--- src/rtl/inst_fetch_queue.sv ---
// Instruction prefetch queue: owns the fetch PC, keeps one memory request in flight and buffers {pc, inst} pairs for IF.
// Optional macro IFQ_MISALIGN_CHECK_EN adds a sticky misaligned-redirect flag that halts fetching until reset.
module inst_fetch_queue #(
   parameter int          DEPTH    = 4,
   parameter logic [31:0] RESET_PC = 32'h0000_0000
) (
   input  logic        clk,
   input  logic        start,
   input  logic        redirect_valid,
   input  logic [31:0] redirect_pc,
   output logic        mem_req,
   output logic [31:0] mem_addr,
   input  logic        mem_ack,
   input  logic [31:0] mem_rdata,
   output logic        if_valid,
   output logic [31:0] if_pc,
   output logic [31:0] if_inst,
   input  logic        if_ready,
   output logic        misalign
);

   localparam int                PTR_W = $clog2(DEPTH);
   localparam int                CNT_W = PTR_W + 1;
   localparam logic [CNT_W-1:0]  FULL  = CNT_W'(DEPTH);
   localparam logic [31:0]       NOP   = 32'h0000_0013;

   typedef enum logic [1:0] {
      IDLE    = 2'd0,
      REQ     = 2'd1,
      DISCARD = 2'd2
   } state_e;

   state_e             state_q, state_d;
   logic [31:0]        memAddr_q, memAddr_d;
   logic [31:0]        fetchPc_q, fetchPc_d;
   logic [31:0]        pendingPc_q, pendingPc_d;
   logic [PTR_W-1:0]   wrPtr_q, wrPtr_d;
   logic [PTR_W-1:0]   rdPtr_q, rdPtr_d;
   logic [CNT_W-1:0]   count_q, count_d;

   logic [31:0]        pcMem   [DEPTH];
   logic [31:0]        instMem [DEPTH];

   logic               headValid;
   logic               pop;
   logic               push;
   logic               flush;
   logic               stopNext;
   logic [31:0]        seqPc;
   logic [31:0]        discardTarget;

   assign headValid     = (count_q != '0);
   assign pop           = headValid && if_ready;
   assign push          = (state_q == REQ) && mem_ack && !redirect_valid;
   assign flush         = redirect_valid;
   assign seqPc         = memAddr_q + 32'd4;
   assign discardTarget = redirect_valid ? redirect_pc : pendingPc_q;

`ifdef IFQ_MISALIGN_CHECK_EN
   logic misalign_q;
   logic badRedirect;

   assign badRedirect = redirect_valid && (redirect_pc[1:0] != 2'b00);
   assign stopNext    = misalign_q || badRedirect;
   assign misalign    = misalign_q;

   always_ff @(posedge clk or negedge start) begin
      if (!start) begin
         misalign_q <= 1'b0;
      end else if (badRedirect) begin
         misalign_q <= 1'b1;
      end
   end
`else
   assign stopNext = 1'b0;
   assign misalign = 1'b0;
`endif

   // Occupancy bookkeeping; a flush overrides any push or pop in the same cycle.
   always_comb begin
      wrPtr_d = wrPtr_q;
      rdPtr_d = rdPtr_q;
      count_d = count_q;
      if (flush) begin
         wrPtr_d = '0;
         rdPtr_d = '0;
         count_d = '0;
      end else begin
         if (push) begin
            wrPtr_d = wrPtr_q + PTR_W'(1);
         end
         if (pop) begin
            rdPtr_d = rdPtr_q + PTR_W'(1);
         end
         if (push && !pop) begin
            count_d = count_q + CNT_W'(1);
         end else if (!push && pop) begin
            count_d = count_q - CNT_W'(1);
         end
      end
   end

   // Request sequencing; new requests are gated on the post-edge occupancy so a push can never overflow.
   always_comb begin
      state_d     = state_q;
      memAddr_d   = memAddr_q;
      fetchPc_d   = fetchPc_q;
      pendingPc_d = pendingPc_q;
      case (state_q)
         IDLE: begin
            if (redirect_valid) begin
               fetchPc_d = redirect_pc;
               if (!stopNext) begin
                  state_d   = REQ;
                  memAddr_d = redirect_pc;
               end
            end else if (!stopNext && (count_d < FULL)) begin
               state_d   = REQ;
               memAddr_d = fetchPc_q;
            end
         end
         REQ: begin
            if (mem_ack) begin
               if (redirect_valid) begin
                  fetchPc_d = redirect_pc;
                  if (stopNext) begin
                     state_d = IDLE;
                  end else begin
                     memAddr_d = redirect_pc;
                  end
               end else begin
                  fetchPc_d = seqPc;
                  if (!stopNext && (count_d < FULL)) begin
                     memAddr_d = seqPc;
                  end else begin
                     state_d = IDLE;
                  end
               end
            end else if (redirect_valid) begin
               pendingPc_d = redirect_pc;
               state_d     = DISCARD;
            end
         end
         DISCARD: begin
            if (redirect_valid) begin
               pendingPc_d = redirect_pc;
            end
            if (mem_ack) begin
               fetchPc_d = discardTarget;
               if (stopNext) begin
                  state_d = IDLE;
               end else begin
                  state_d   = REQ;
                  memAddr_d = discardTarget;
               end
            end
         end
         default: begin
            state_d = IDLE;
         end
      endcase
   end

   always_ff @(posedge clk or negedge start) begin
      if (!start) begin
         state_q     <= IDLE;
         memAddr_q   <= RESET_PC;
         fetchPc_q   <= RESET_PC;
         pendingPc_q <= RESET_PC;
         wrPtr_q     <= '0;
         rdPtr_q     <= '0;
         count_q     <= '0;
      end else begin
         state_q     <= state_d;
         memAddr_q   <= memAddr_d;
         fetchPc_q   <= fetchPc_d;
         pendingPc_q <= pendingPc_d;
         wrPtr_q     <= wrPtr_d;
         rdPtr_q     <= rdPtr_d;
         count_q     <= count_d;
      end
   end

   // Storage needs no reset: entries are only visible through count_q.
   always_ff @(posedge clk) begin
      if (push) begin
         pcMem[wrPtr_q]   <= memAddr_q;
         instMem[wrPtr_q] <= mem_rdata;
      end
   end

   assign mem_req  = (state_q != IDLE);
   assign mem_addr = memAddr_q;
   assign if_valid = headValid;
   assign if_pc    = headValid ? pcMem[rdPtr_q] : 32'h0000_0000;
   assign if_inst  = headValid ? instMem[rdPtr_q] : NOP;

endmodule

--- config.mk ---
export PLATFORM = sky130hd
export DESIGN_NAME = inst_fetch_queue
export DESIGN_NICKNAME = d
export VERILOG_FILES = /design/src/rtl/inst_fetch_queue.sv
export SDC_FILE = /design/constraint.sdc
export NUM_CORES = 1
export LEC_CHECK = 0
export CORE_ASPECT_RATIO = 2
export CORE_MARGIN = 8
export CORE_UTILIZATION = 55
export CTS_CLUSTER_DIAMETER = 120
export DETAILED_ROUTE_END_ITERATION = 6
export HOLD_SLACK_MARGIN = 0.15
export PLACE_DENSITY = 0.78
export SETUP_SLACK_MARGIN = 0.3
export SLEW_MARGIN = 20
export SYNTH_ARGS = -nofsm -noshare
export SYNTH_HDL_FRONTEND = slang
export SYNTH_SLANG_ARGS = --single-unit
--- constraint.sdc ---
create_clock -name clk -period 8.3 [get_ports clk]
set_clock_uncertainty 0.15 [all_clocks]
set_input_delay 1.66 -clock clk [delete_from_list [all_inputs] [get_ports clk]]
set_output_delay 1.66 -clock clk [all_outputs]
set_load 0.03 [all_outputs]
==> metrics.log <==
[metrics] Starting DRT DRC Count: 826
[metrics] number of unique standard cell types used by synthesis: 54
[metrics] half-perimeter wire length after detailed placement: 24000 um
[metrics] required arrival time at the worst endpoint: 6490 ps
[metrics] first-pass iteration count of the detailed router: 7
[metrics] nets@finish: 1344
[metrics] number of levels in the clock H-tree: 1
[metrics] overall via count from detail_route: 10053
[metrics] Gate Count Post-Synth: 1131
[metrics] category of the worst setup path capture point: output port
[metrics] floorplan die area: 35200 um2
[metrics] Net Count, Synth: 1213
[metrics] total setup buffers inserted after CTS: 0
[metrics] most common library cell in the layout ignoring fill and taps: sky130_fd_sc_hd__edfxtp_1
[metrics] share of flip-flops with an asynchronous set or reset: 29.1%
[metrics] pin count of the biggest net entering global routing: 71
[metrics] worst stage delay on the critical path: 1000 ps
[metrics] Die Y: 257 um
[metrics] Netlist Area Pre-Place: 16000 um2
[metrics] CTS tree: yes
[metrics] CP arrival: 3500 ps
[metrics] final-report setup violation count: 0
[metrics] WHS: 323 ps
[metrics] number of enable-type register cells in the synthesized netlist: 256
[metrics] slowest cell on the critical path: sky130_fd_sc_hd__dfrtp_4
[metrics] share of the clock period used by the worst path: 63.9%
[metrics] Worst slew margin: 22.0%
[metrics] Synth Area per Inst: 14.2 um2
[metrics] Period minus WS final: 5310 ps
[metrics] number of warnings reported in the yosys synthesis log: 0
[metrics] count of state elements after synthesis: 361
[metrics] reported max-cap violation count: 0
[metrics] total of cells resized after clock tree synthesis: 0
[metrics] total wire length after detailed routing: 37300 um
[metrics] worst min-delay path class: flip-flop to flip-flop
[metrics] status: complete, but fails checks
[metrics] via count of the first global-routing pass: 10515
[metrics] Starting Density: 55.8%
[metrics] row count: 88
[metrics] violated checks: design-rule violations
[metrics] clock latency reported for the late side of the worst-skew pair: 560 ps
[metrics] type of the worst setup path: flip-flop to output port
[metrics] leakage dissipation: 6.56 nW
[metrics] horizontal die dimension: 137 um
[metrics] post-layout utilization of the core: 65.9%
[metrics] total count of max-transition violations in the final report: 0
[metrics] actual transition at the worst max-transition pin: 1160 ps
[metrics] Syn-to-layout area delta: 18.2%
[metrics] ratio of total power to cell area: 391 nW/um2
[metrics] CTS clk-pin slew, worst paths: 70 ps
[metrics] mean routed wirelength per cell: 22.6 um
[metrics] share of layout cells above drive strength 1: 14.1%
[metrics] number of diodes: 0
[metrics] combined global-route utilization of all metal layers: 21.7%
[metrics] initial antenna violation count: 0
[metrics] global-route wire length before repair: 59700 um
[metrics] area of the core: 28700 um2
[metrics] number of vias per cell after detailed routing: 6.11
[metrics] root buffer selected by CTS: sky130_fd_sc_hd__clkbuf_16
[metrics] Max Clk Rate: 0.188 GHz
[metrics] Synth Flop Type: sky130_fd_sc_hd__edfxtp_1
[metrics] maximum vdd drop: 0.245 mV
[metrics] sinks on the clock net: 361
[metrics] number of hold buffers added after CTS: 0
[metrics] Clock Tree Buf Depth: 3
[metrics] cells along the critical path: buf_4 > mux4_2 > and2_1 > clkdlybuf4s50_1
[metrics] count of buffers from port buffering: 166
[metrics] total clock buffers created by CTS: 30
[metrics] Remaining DRCs: 1
[metrics] Setup Total Neg Slack: 0 ps
[metrics] total congestion overflow: 0
[metrics] RSZ-0062 raised after global routing: false
[metrics] most frequent cells in the layout: 256 x sky130_fd_sc_hd__edfxtp_1, 164 x sky130_fd_sc_hd__clkdlybuf4s50_1, 103 x sky130_fd_sc_hd__dfrtp_1
[metrics] number of top-level pins: 168
[metrics] startpoint type of the worst setup path: flip-flop
[metrics] number of nets with antenna violations after detailed routing: 0
[metrics] largest fanout of any net on the critical path: 44
[metrics] last weighted congestion value of the routability-driven placer: 0.869
[metrics] count of endpoints failing hold in the final timing report: 0
[metrics] proportion of synthesized chip area in sequential cells: 64.3%
critical path: cells and delay by family (launching register included):
family	cells	cell delay (ps)
and+or+nand+nor	1	210
muxes	1	570
DFF	1	1000
buffers and inverters	2	1150
power by group:
part           switching [mW]  total [mW]  internal, mW
sequential              0.432        2.80          2.37
clock                   0.639        1.47         0.830
combinational            1.79        3.13          1.34
total                    2.86        7.40          4.54
metrics by stage:
stage	instance area (um2)	instances	power, mW	setup WS, ps
2_1_floorplan	16000	1131	4.87	3450
3_3_place_gp	17900	1590	5.90	3430
3_5_place_dp	17900	1590	5.98	3370
4_1_cts	18900	1646	7.45	2820
5_1_grt	18900	1646	7.80	2720
6_report	18900	1646	7.40	2990
logic make-up (layout without fill, tap and decap cells):
kind of cell,count (synthesis),count (layout),share of synthesized area [%]
xor+xnor,32,32,1.75
simple gates,327,327,10.3
flops,361,361,64.3
other cells,1,1,0.0234
buf+inv,94,249,2.50
fa+ha+maj,13,13,1.01
mux,106,106,11.9
compound gates,197,197,8.16
state kept, by name (all words and copies together), names as in the netlist:
| name | flops |
|---|---|
| count_q | 3 |
| fetchPc_q | 32 |
| instMem | 128 |
| mem_addr | 32 |
| pcMem | 128 |
| pendingPc_q | 32 |
| rdPtr_q | 2 |
| state_q | 2 |
| wrPtr_q | 2 |
path summary, 6_finish.rpt:
check | from | to | slack (ps) | cells after the start
min in group asynchronous | start | fetchPc_q[3]$_DFFE_PN0P_ | 900 | 1
hold reg to reg | fetchPc_q[6]$_DFFE_PN0P_ | fetchPc_q[6]$_DFFE_PN0P_ | 320 | 2
max in group asynchronous | start | rdPtr_q[0]$_DFFE_PN0P_ | 5700 | 2
setup / recovery | rdPtr_q[0]$_DFFE_PN0P_ | if_pc[20] | 2990 | 4
hold / removal | fetchPc_q[6]$_DFFE_PN0P_ | fetchPc_q[6]$_DFFE_PN0P_ | 320 | 2
setup reg to reg | count_q[0]$_DFFE_PN0P_ | mem_addr[11]$_DFFE_PN0P_ | 4380 | 10
synthesized netlist by cell type (2+ instances only):
| master | n | area share [%] |
|---|---|---|
| sky130_fd_sc_hd__a22oi_1 | 12 | 0.56 |
| sky130_fd_sc_hd__a31oi_1 | 3 | 0.12 |
| sky130_fd_sc_hd__nor3_1 | 13 | 0.41 |
| sky130_fd_sc_hd__nand2b_1 | 2 | 0.078 |
| sky130_fd_sc_hd__and2_1 | 78 | 3.0 |
| sky130_fd_sc_hd__a221oi_1 | 12 | 0.66 |
| sky130_fd_sc_hd__a211oi_1 | 24 | 1.1 |
| sky130_fd_sc_hd__o22a_1 | 2 | 0.11 |
| sky130_fd_sc_hd__ha_1 | 13 | 1.0 |
| sky130_fd_sc_hd__a222oi_1 | 6 | 0.37 |
| sky130_fd_sc_hd__and4_1 | 6 | 0.33 |
| sky130_fd_sc_hd__buf_2 | 9 | 0.28 |
| sky130_fd_sc_hd__nand2_1 | 90 | 2.1 |
| sky130_fd_sc_hd__a22o_1 | 6 | 0.33 |
| sky130_fd_sc_hd__o211ai_1 | 3 | 0.14 |
| sky130_fd_sc_hd__o21bai_1 | 2 | 0.094 |
| sky130_fd_sc_hd__clkbuf_1 | 50 | 1.2 |
| sky130_fd_sc_hd__buf_6 | 4 | 0.28 |
| sky130_fd_sc_hd__or3_1 | 2 | 0.078 |
| sky130_fd_sc_hd__nor4_1 | 7 | 0.27 |
| sky130_fd_sc_hd__inv_1 | 14 | 0.33 |
| sky130_fd_sc_hd__dfrtp_1 | 105 | 16 |
| sky130_fd_sc_hd__o21ai_0 | 51 | 1.6 |
| sky130_fd_sc_hd__nand4_1 | 9 | 0.35 |
| sky130_fd_sc_hd__nor2_1 | 64 | 1.5 |
| sky130_fd_sc_hd__edfxtp_1 | 256 | 48 |
| sky130_fd_sc_hd__and3_1 | 9 | 0.35 |
| sky130_fd_sc_hd__o21a_1 | 3 | 0.14 |
| sky130_fd_sc_hd__mux4_2 | 64 | 9.0 |
| sky130_fd_sc_hd__o22ai_1 | 4 | 0.16 |
| sky130_fd_sc_hd__or2_2 | 5 | 0.20 |
| sky130_fd_sc_hd__a21oi_1 | 35 | 1.1 |
| sky130_fd_sc_hd__o31ai_1 | 27 | 1.3 |
| sky130_fd_sc_hd__mux2_2 | 37 | 2.6 |
| sky130_fd_sc_hd__nor2b_1 | 21 | 0.82 |
| sky130_fd_sc_hd__buf_1 | 14 | 0.33 |
| sky130_fd_sc_hd__nand3_1 | 17 | 0.53 |
| sky130_fd_sc_hd__xnor2_1 | 14 | 0.76 |
| sky130_fd_sc_hd__mux2i_1 | 5 | 0.31 |
| sky130_fd_sc_hd__xor2_1 | 18 | 0.98 |
| sky130_fd_sc_hd__buf_4 | 2 | 0.094 |
routing by layer:
| metal | share of wire (%) | up-vias | global-route usage (%) |
|---|---|---|---|
| li1 | - | 4547 | - |
| met2 | 54 | 337 | 38.2 |
| met3 | 5.1 | 80 | 2.73 |
| met1 | 37 | 5089 | 26.1 |
| met4 | 3.7 | 0 | 9.02 |
| met5 | 0 | - | 0 |
final cells by class:
| type | count | area [um2] |
|---|---|---|
| inverter | 15 | 56.3 |
| clock inverter | 18 | 209 |
| fill | 2031 | 9790 |
| tap | 360 | 450 |
| sequential | 361 | 10300 |
| timing repair buffer | 178 | 1740 |
| clock buffer | 38 | 822 |
| multi-input combinational | 676 | 5340 |
No activity file was read; power rests on OpenSTA's default activity.
